### src/rtl/z80_bus_arbiter.sv
// Z80 bus arbiter: shares the CPU bus with a secondary DMA master and inserts memory wait states.
// Optional DMA hold timeout is enabled by defining ARB_TIMEOUT_EN.
module z80_bus_arbiter #(
    parameter int WAIT_STATES    = 2,
    parameter int MIN_CPU_CYCLES = 16,
    parameter int DMA_TIMEOUT    = 1024
) (
    input  logic clk,
    input  logic reset_n,
    input  logic mreq_n,
    input  logic busak_n,
    output logic busrq_n,
    output logic wait_n,
    input  logic dma_req,
    output logic dma_gnt,
    output logic bus_sel,
    output logic timeout_flag
);

    if (WAIT_STATES < 0 || WAIT_STATES > 15 || MIN_CPU_CYCLES < 1 ||
        MIN_CPU_CYCLES > 255 || DMA_TIMEOUT < 1) begin : g_param_check
        $error("z80_bus_arbiter: parameter out of range");
    end

    localparam logic [3:0] WAIT_C = 4'(WAIT_STATES);
    localparam logic [7:0] MIN_C  = 8'(MIN_CPU_CYCLES);

    typedef enum logic [1:0] {
        CPU_OWN = 2'd0,
        REQ_BUS = 2'd1,
        DMA_OWN = 2'd2,
        RELEASE = 2'd3
    } state_t;

    state_t     state_q;
    logic [7:0] fair_q;
    logic [3:0] wait_cnt_q;
    logic       mreq_prev_q;
    logic       busrq_n_q;
    logic       wait_n_q;
    logic       dma_gnt_q;
    logic       bus_sel_q;

    logic       mreq_fall;
    logic       tmo_block;
    logic       dma_go;

`ifdef ARB_TIMEOUT_EN
    localparam int TW = $clog2(DMA_TIMEOUT + 1);
    localparam logic [TW-1:0] TMO_LAST = TW'(DMA_TIMEOUT - 1);

    logic [TW-1:0] tmo_q;
    logic          tmo_flag_q;
    logic          tmo_block_q;

    assign timeout_flag = tmo_flag_q;
    assign tmo_block    = tmo_block_q;
`else
    assign timeout_flag = 1'b0;
    assign tmo_block    = 1'b0;
`endif

    // A fresh memory cycle starting this clock wins over a pending DMA request.
    always_comb begin
        mreq_fall = mreq_prev_q & ~mreq_n;
        dma_go    = dma_req & (fair_q >= MIN_C) & (wait_cnt_q == 4'd0) &
                    ~(mreq_fall & (WAIT_C != 4'd0)) & ~tmo_block;
    end

    always_ff @(posedge clk or negedge reset_n) begin
        if (!reset_n) begin
            state_q     <= CPU_OWN;
            fair_q      <= 8'd0;
            wait_cnt_q  <= 4'd0;
            mreq_prev_q <= 1'b1;
            busrq_n_q   <= 1'b1;
            wait_n_q    <= 1'b1;
            dma_gnt_q   <= 1'b0;
            bus_sel_q   <= 1'b0;
`ifdef ARB_TIMEOUT_EN
            tmo_q       <= '0;
            tmo_flag_q  <= 1'b0;
            tmo_block_q <= 1'b0;
`endif
        end else begin
            mreq_prev_q <= mreq_n;
`ifdef ARB_TIMEOUT_EN
            if (!dma_req) begin
                tmo_block_q <= 1'b0;
            end
`endif
            case (state_q)
                CPU_OWN: begin
                    if (fair_q < MIN_C) begin
                        fair_q <= fair_q + 8'd1;
                    end
                    if (wait_cnt_q != 4'd0) begin
                        if (mreq_n) begin
                            wait_cnt_q <= 4'd0;
                            wait_n_q   <= 1'b1;
                        end else begin
                            wait_cnt_q <= wait_cnt_q - 4'd1;
                            wait_n_q   <= (wait_cnt_q == 4'd1);
                        end
                    end else if (mreq_fall && (WAIT_C != 4'd0)) begin
                        wait_cnt_q <= WAIT_C;
                        wait_n_q   <= 1'b0;
                    end else if (dma_go) begin
                        state_q   <= REQ_BUS;
                        busrq_n_q <= 1'b0;
                    end
                end
                REQ_BUS: begin
                    if (!dma_req) begin
                        state_q   <= RELEASE;
                        busrq_n_q <= 1'b1;
                    end else if (!busak_n) begin
                        state_q   <= DMA_OWN;
                        dma_gnt_q <= 1'b1;
                        bus_sel_q <= 1'b1;
`ifdef ARB_TIMEOUT_EN
                        tmo_q     <= '0;
`endif
                    end
                end
                DMA_OWN: begin
                    if (!dma_req) begin
                        state_q   <= RELEASE;
                        busrq_n_q <= 1'b1;
                        dma_gnt_q <= 1'b0;
                        bus_sel_q <= 1'b0;
                    end
`ifdef ARB_TIMEOUT_EN
                    else if (tmo_q == TMO_LAST) begin
                        state_q     <= RELEASE;
                        busrq_n_q   <= 1'b1;
                        dma_gnt_q   <= 1'b0;
                        bus_sel_q   <= 1'b0;
                        tmo_flag_q  <= 1'b1;
                        tmo_block_q <= 1'b1;
                    end else begin
                        tmo_q <= tmo_q + TW'(1);
                    end
`endif
                end
                RELEASE: begin
                    if (busak_n) begin
                        state_q <= CPU_OWN;
                        fair_q  <= 8'd0;
                    end
                end
                default: begin
                    state_q <= CPU_OWN;
                end
            endcase
        end
    end

    assign busrq_n = busrq_n_q;
    assign wait_n  = wait_n_q;
    assign dma_gnt = dma_gnt_q;
    assign bus_sel = bus_sel_q;

endmodule

### config.mk
export PLATFORM = sky130hd
export DESIGN_NAME = z80_bus_arbiter
export DESIGN_NICKNAME = d
export VERILOG_FILES = /design/src/rtl/z80_bus_arbiter.sv
export SDC_FILE = /design/constraint.sdc
export NUM_CORES = 1
export LEC_CHECK = 0
export BUFFER_PORTS_ARGS = -buffer_cell sky130_fd_sc_hd__buf_2
export CAP_MARGIN = 40
export CORE_ASPECT_RATIO = 1.25
export CORE_UTILIZATION = 40
export DETAILED_ROUTE_END_ITERATION = 10
export GPL_ROUTABILITY_DRIVEN = 0
export GPL_TIMING_DRIVEN = 1
export PLACE_DENSITY = 0.58
export SYNTH_ARGS = -nofsm -noshare
export SYNTH_HDL_FRONTEND = slang
export SYNTH_SLANG_ARGS = --single-unit
### constraint.sdc
create_clock -name clk -period 1.98 [get_ports clk]
set_input_delay 0.198 -clock clk [delete_from_list [all_inputs] [get_ports clk]]
set_output_delay 0.198 -clock clk [all_outputs]
set_load 0.01 [all_outputs]
==> results_dict.tcl, run 1 <==
set metrics [dict create \
    max_freq_mhz 534.3 \
    min_period_over_period 0.9453 \
    p_leak_nw 0.5530 \
    worstSetupPathType "reg2reg" \
    fin_nets 140 \
    vias 841 \
    grt_max_degree 19 \
    clk_pin_slew_ns 0.11 \
    antenna_found_initial 0 \
    worstPathCellList "inv_1 -> ha_1 -> nor2b_1 -> a221o_1 -> a21oi_2 -> mux2_1" \
    std_cell_rows 20 \
    skew_ns 0.01330 \
    io_pins 10 \
    min_from "mreq_n" \
    layout_commonest_cell "dfrtp_1" \
    synth-seq-area-share 0.4201 \
    worstPathRequired_ns 2.17 \
    finalHoldViolCount 0 \
    critical_path.max_stage_delay_ns 0.44 \
    cp-startpoint "state_q[1]" \
    via_per_inst 5.323 \
    synth_cell_types 39 \
    vdd.ir_drop.worst_uv 566.3 \
    root_buffer "clkbuf_4" \
    cp-start-kind "flip-flop" \
    setup_viol 0 \
    clock_latency_ns 0.30 \
    syn_area_per_cell_um2 9.567 \
    drive_above_1_share 0.1920 \
    start_util 0.4320 \
    tritoncts "built" \
    htreeDepth 1 \
    io_buffers 8 \
    syn-num-nets 127 \
    worstHoldPathType "in2reg" \
    synth_area_leader_cell "dfrtp_1" \
    fp.coreArea_um2 2502 \
    drv_cap 0 \
    cts_setup_buffers 0 \
    syn_area_um2 1081 \
    fin_crit_ns 1.872 \
    ys_dominant_reg_cell "dfrtp_1" \
    die_x_um 48.50 \
    drt_first_pass_iters 4 \
    synthToLayoutAreaGrowth_pct 11.92 \
    cts.path.max_buffers 2 \
    synth_async_sr_flop_share 1.000 \
    overflow 0 \
    outcome "completed" \
    endpoint_kind "flip-flop" \
    die_h_um 60.13 \
    grt_pass1_wl_um 3712 \
    netlist.area_leader.share 0.3472 \
    synth.area.top_cells "dfrtp_1 (35%), ha_1 (10%), dfstp_2 (7.3%)" \
    dieArea_um2 2916 \
    cpMaxStageDelayCell "dfrtp_1" \
    worstPathMaxFanout 5 \
    worstPathArrival_ns 2.07 \
    critPathBufInv 1 \
    placed_cell_area_um2 1159 \
    power.density_nw_per_um2 1440 \
    drc 0 \
    stdcell_area_um2 1210 \
    rsz0062_at_grt "no" \
    track_usage 0.1698 \
    fin_tns_setup_ns 0 \
    grt_pass1_vias 809 \
    clkSinkCount 18 \
    yosys_warnings 0 \
    final_cell_mix "dfrtp_1 (14), o21ai_0 (12), inv_1 (11), nor2_1 (11), ha_1 (9)" \
    synth_edf_count 0 \
    synth_seq_cells 18 \
    netlist_instances 113 \
    hpwl_um 1645 \
    drtIter0Drc 23 \
    cp_top_family "compound AO/OA/AOI/OAI gates" \
    r2r_start "state_q[1]" \
    drt_wl_total_um 2173 \
    drtAntennaViolNets 0 \
    drv_slew 0 \
    routedWlPerCell_um 13.75 \
    antenna_cells 0 \
    cts_made_buffers 3 \
]
cell usage after synthesis, types with 3 or more instances:
cell type   n
a21oi_1     6
a31oi_1     3
dfrtp_1    15
dfstp_2     3
ha_1        9
inv_1      11
nand2_1     8
nor2_1     11
nor3_1      3
o21ai_0    12
sequential cells by signal, indices dropped and copies added, names as in the netlist:
register,count
wait_cnt_q,4
wait_n,1
state_q,2
bus_sel,1
mreq_prev_q,1
busrq_n,1
fair_q,8
worst register-to-register path, delay by kind of cell (launching register included):
family / cells / cell delay, ns
AOI/OAI and AO/OA: 2 / 0.54
and+or+nand+nor: 1 / 0.17
muxes: 1 / 0.33
adders and majority gates: 1 / 0.20
DFF: 1 / 0.44
buffers and inverters: 1 / 0.09
final cells by class:
cell class / instances / area, um^2
tap: 33 / 41.29
timing repair buffer: 11 / 65.06
inverter: 11 / 41.29
sequential: 18 / 455.4
fill: 240 / 1292
clock buffer: 4 / 36.28
multi-input combinational: 81 / 570.5
cells by family after synthesis:
group           count (synthesis)  share of synthesized area
xor+xnor                        1                   0.008103
buf+inv                        14                    0.05555
compound gates                 31                     0.1829
mux                             2                    0.01968
other cells                     1                   0.003469
flops                          18                     0.4201
fa+ha+maj                       9                     0.1042
simple gates                   37                     0.2060
timing repair:
| action | 4_1_cts | 5_1_grt |
|---|---|---|
| resized for setup | 0 | 2 |
| endpoints found under the hold margin | 15 | 0 |
| setup endpoints to repair | 0 | 2 |
| hold buffers | 1 | 0 |
metrics by stage:
stage | hold slack, ns | total power, mW | std cells | setup slack, ns | utilization
floorplan | -0.09759 | 1.271 | 113 | 0.2244 | -
global placement | 0.1544 | 1.480 | 153 | 0.1732 | 0.4630
detailed placement | 0.1581 | 1.509 | 153 | 0.1021 | 0.4630
CTS | 0.05323 | 1.751 | 158 | 0.04809 | 0.4815
global route | 0.05991 | 1.909 | 158 | 0.02253 | 0.4835
finish | 0.06826 | 1.742 | 158 | 0.1084 | 0.4835
layer usage:
layer | wire, um | GRT usage | vias up
li1 | - | - | 421
met1 | 977 | 0.1851 | 403
met2 | 1111 | 0.3300 | 13
met3 | 50 | 0.02290 | 4
met4 | 33 | 0.07563 | 0
met5 | 0 | 0 | -
power breakdown:
part,total [mW],switching [mW],internal [mW]
clock,0.228,0.116,0.112
combinational,0.890,0.501,0.388
sequential,0.624,0.126,0.498
final timing paths:
path	end	slack (ns)	depth (start not counted)
setup / recovery	state_q[1]	0.11	6
hold / removal	mreq_prev_q	0.07	1
setup reg to reg	state_q[1]	0.11	6
hold reg to reg	busrq_n	0.52	2
max in group asynchronous	mreq_prev_q	1.29	2
min in group asynchronous	bus_sel	0.34	2
Note: power is estimated with default switching activity, not from simulation.
==> run 2: changes to the inputs <==
Settings changed: CORE_MARGIN from default to 2.
==> run 2 against run 1 <==
Against the previous run:
- hold slack improved by 0.0010 ns
- clock-buffer cell count did not move
- final cell count rose by 0.63%
- register-to-register slack barely moved
- via count fell by 0.71%
- wire length rose by 1.1%
- power rose by 0.17%
- critical path depth did not move
- clock power barely moved
- combinational power rose by 0.9%
- cell area did not move
- critical endpoint unchanged
==> results_dict.tcl, run 2 (synthesis gave the netlist of run 1 again) <==
set metrics [dict create \
    final_cell_mix "dfrtp_1 (15), o21ai_0 (12), inv_1 (11), nor2_1 (11), ha_1 (9)" \
    fill_cells 267 \
    worstPathCellList "inv_1 -> ha_1 -> nor2b_1 -> a221o_1 -> a21oi_2 -> mux2_1" \
    vdd.ir_drop.worst_uv 807.5 \
    top_regs "fair_q: 8 flops, wait_cnt_q: 4 flops, state_q: 2 flops" \
    clk_pin_slew_ns 0.11 \
    power.density_nw_per_um2 1442 \
    p_leak_nw 0.5541 \
    grt_pass1_vias 886 \
    drt_first_pass_iters 4 \
    fp.coreArea_um2 2628 \
    drv_cap 0 \
    fin_crit_ns 1.876 \
    drt_wl_total_um 2197 \
    rsz0062_at_grt "no" \
    vias 835 \
    wl_met3_um 37 \
    critical_path.max_stage_delay_ns 0.45 \
    skew_ns 0.007029 \
    io_buffers 8 \
    antenna_found_initial 0 \
    cp-start-kind "flip-flop" \
    dr_wl_met2_um 1152 \
    pwr-share-seq 0.356 \
    min_period_over_period 0.9474 \
    swShare 0.4284 \
    start_util 0.4114 \
    drv_slew 0 \
    drtAntennaViolNets 0 \
    worstSetupPathType "reg2reg" \
    fin_nets 140 \
    hpwl_um 1669 \
    die_h_um 62.13 \
    cts_made_buffers 3 \
    layout_commonest_cell "dfrtp_1" \
    tritoncts "built" \
    die_x_um 50.50 \
    intPower_mw 0.9973 \
    via_per_inst 5.252 \
    drtIter0Drc 7 \
    power_mw 1.745 \
    std_cell_rows 21 \
    routedWlPerCell_um 13.82 \
    largest_reg_flops 8 \
    drc 0 \
    worstHoldPathType "in2reg" \
    clock_latency_ns 0.29 \
    root_buffer "clkbuf_4" \
    grt_pass1_wl_um 3843 \
    largest-register "fair_q" \
    grt_max_degree 19 \
    track_usage 0.1606 \
    dieArea_um2 3137 \
    wl_met1_um 985 \
    cts_setup_buffers 0 \
    fin_tns_setup_ns 0 \
    antenna_cells 0 \
    io_pins 10 \
    synthToLayoutAreaGrowth_pct 11.92 \
    drive_above_1_share 0.1840 \
    finalHoldViolCount 0 \
    dr.max_layer_used "met4" \
    clkSinkCount 18 \
    worstPathRequired_ns 2.17 \
    worstPathArrival_ns 2.06 \
    overflow 0 \
    endpoint_kind "flip-flop" \
    multiInputGateArea_um2 570.5 \
    htreeDepth 1 \
    outcome "completed" \
    p_comb_frac 0.515 \
    switchingPower_mw 0.7474 \
    cpMaxStageDelayCell "dfrtp_1" \
    max_freq_mhz 533.1 \
    ff_latch_area_um2 454.2 \
    cts.path.max_buffers 2 \
    clockPowerShare 0.129 \
    worstPathMaxFanout 6 \
    setup_viol 0 \
]
## run 2: cell counts in the layout (fill, tap and decap cells not counted)
Identical to the previous run, type by type.
## run 2: critical path: cells and delay by family (launching register included)
family / cells / cell delay, ns
compound gates: 2 / 0.53
flops: 1 / 0.45
mux: 1 / 0.33
fa+ha+maj: 1 / 0.21
simple gates: 1 / 0.15
buf+inv: 1 / 0.10
## run 2: layer usage
layer | vias up | GRT usage
li1 | 421 | -
met5 | - | 0
met2 | 8 | 0.2780
met4 | 0 | 0.07770
met3 | 2 | 0.03125
met1 | 404 | 0.1851
## run 2: cell type report
type,instances,area share
multi-input combinational,81,0.4716
sequential,18,0.3754
inverter,11,0.03413
clock buffer,4,0.02999
timing repair buffer,11,0.05377
tap,34,0.03516
## run 2: worst paths after layout
| kind | from | to | slack (ns) | cells past startpoint |
|---|---|---|---|---|
| min in group asynchronous | reset_n | bus_sel | 0.35 | 2 |
| min | mreq_n | mreq_prev_q | 0.07 | 1 |
| max in group asynchronous | reset_n | mreq_prev_q | 1.29 | 2 |
| max reg2reg | state_q[0] | state_q[1] | 0.10 | 6 |
| min reg2reg | busrq_n | busrq_n | 0.52 | 2 |
| max | state_q[0] | state_q[1] | 0.10 | 6 |
## run 2: repair_timing
item                                   CTS  global route
endpoints found under the hold margin   15             0
gates resized for setup                  0             1
setup endpoints to repair                0             1
hold buffers                             1             0
## run 2: through the flow
step / cells / instance area, um^2 / util / worst slack [ns] / hold slack [ns]
2_1_floorplan: 113 / 1081 / - / 0.2244 / -0.09759
3_3_place_gp: 154 / 1160 / 0.4414 / 0.1678 / 0.1512
3_5_place_dp: 154 / 1160 / 0.4414 / 0.1187 / 0.1545
4_1_cts: 159 / 1206 / 0.4590 / 0.07607 / 0.05300
5_1_grt: 159 / 1210 / 0.4605 / 0.01334 / 0.04569
6_report: 159 / 1210 / 0.4605 / 0.1041 / 0.06926
## run 2: power by group through the flow
stage | Combinational, mW | Sequential (mW) | Clock (mW)
after floorplan | 0.663 | 0.608 | 0
after global placement | 0.859 | 0.623 | 0
after detailed placement | 0.885 | 0.629 | 0
after CTS | 0.894 | 0.622 | 0.238
after global routing | 1.02 | 0.641 | 0.255
final | 0.898 | 0.621 | 0.226
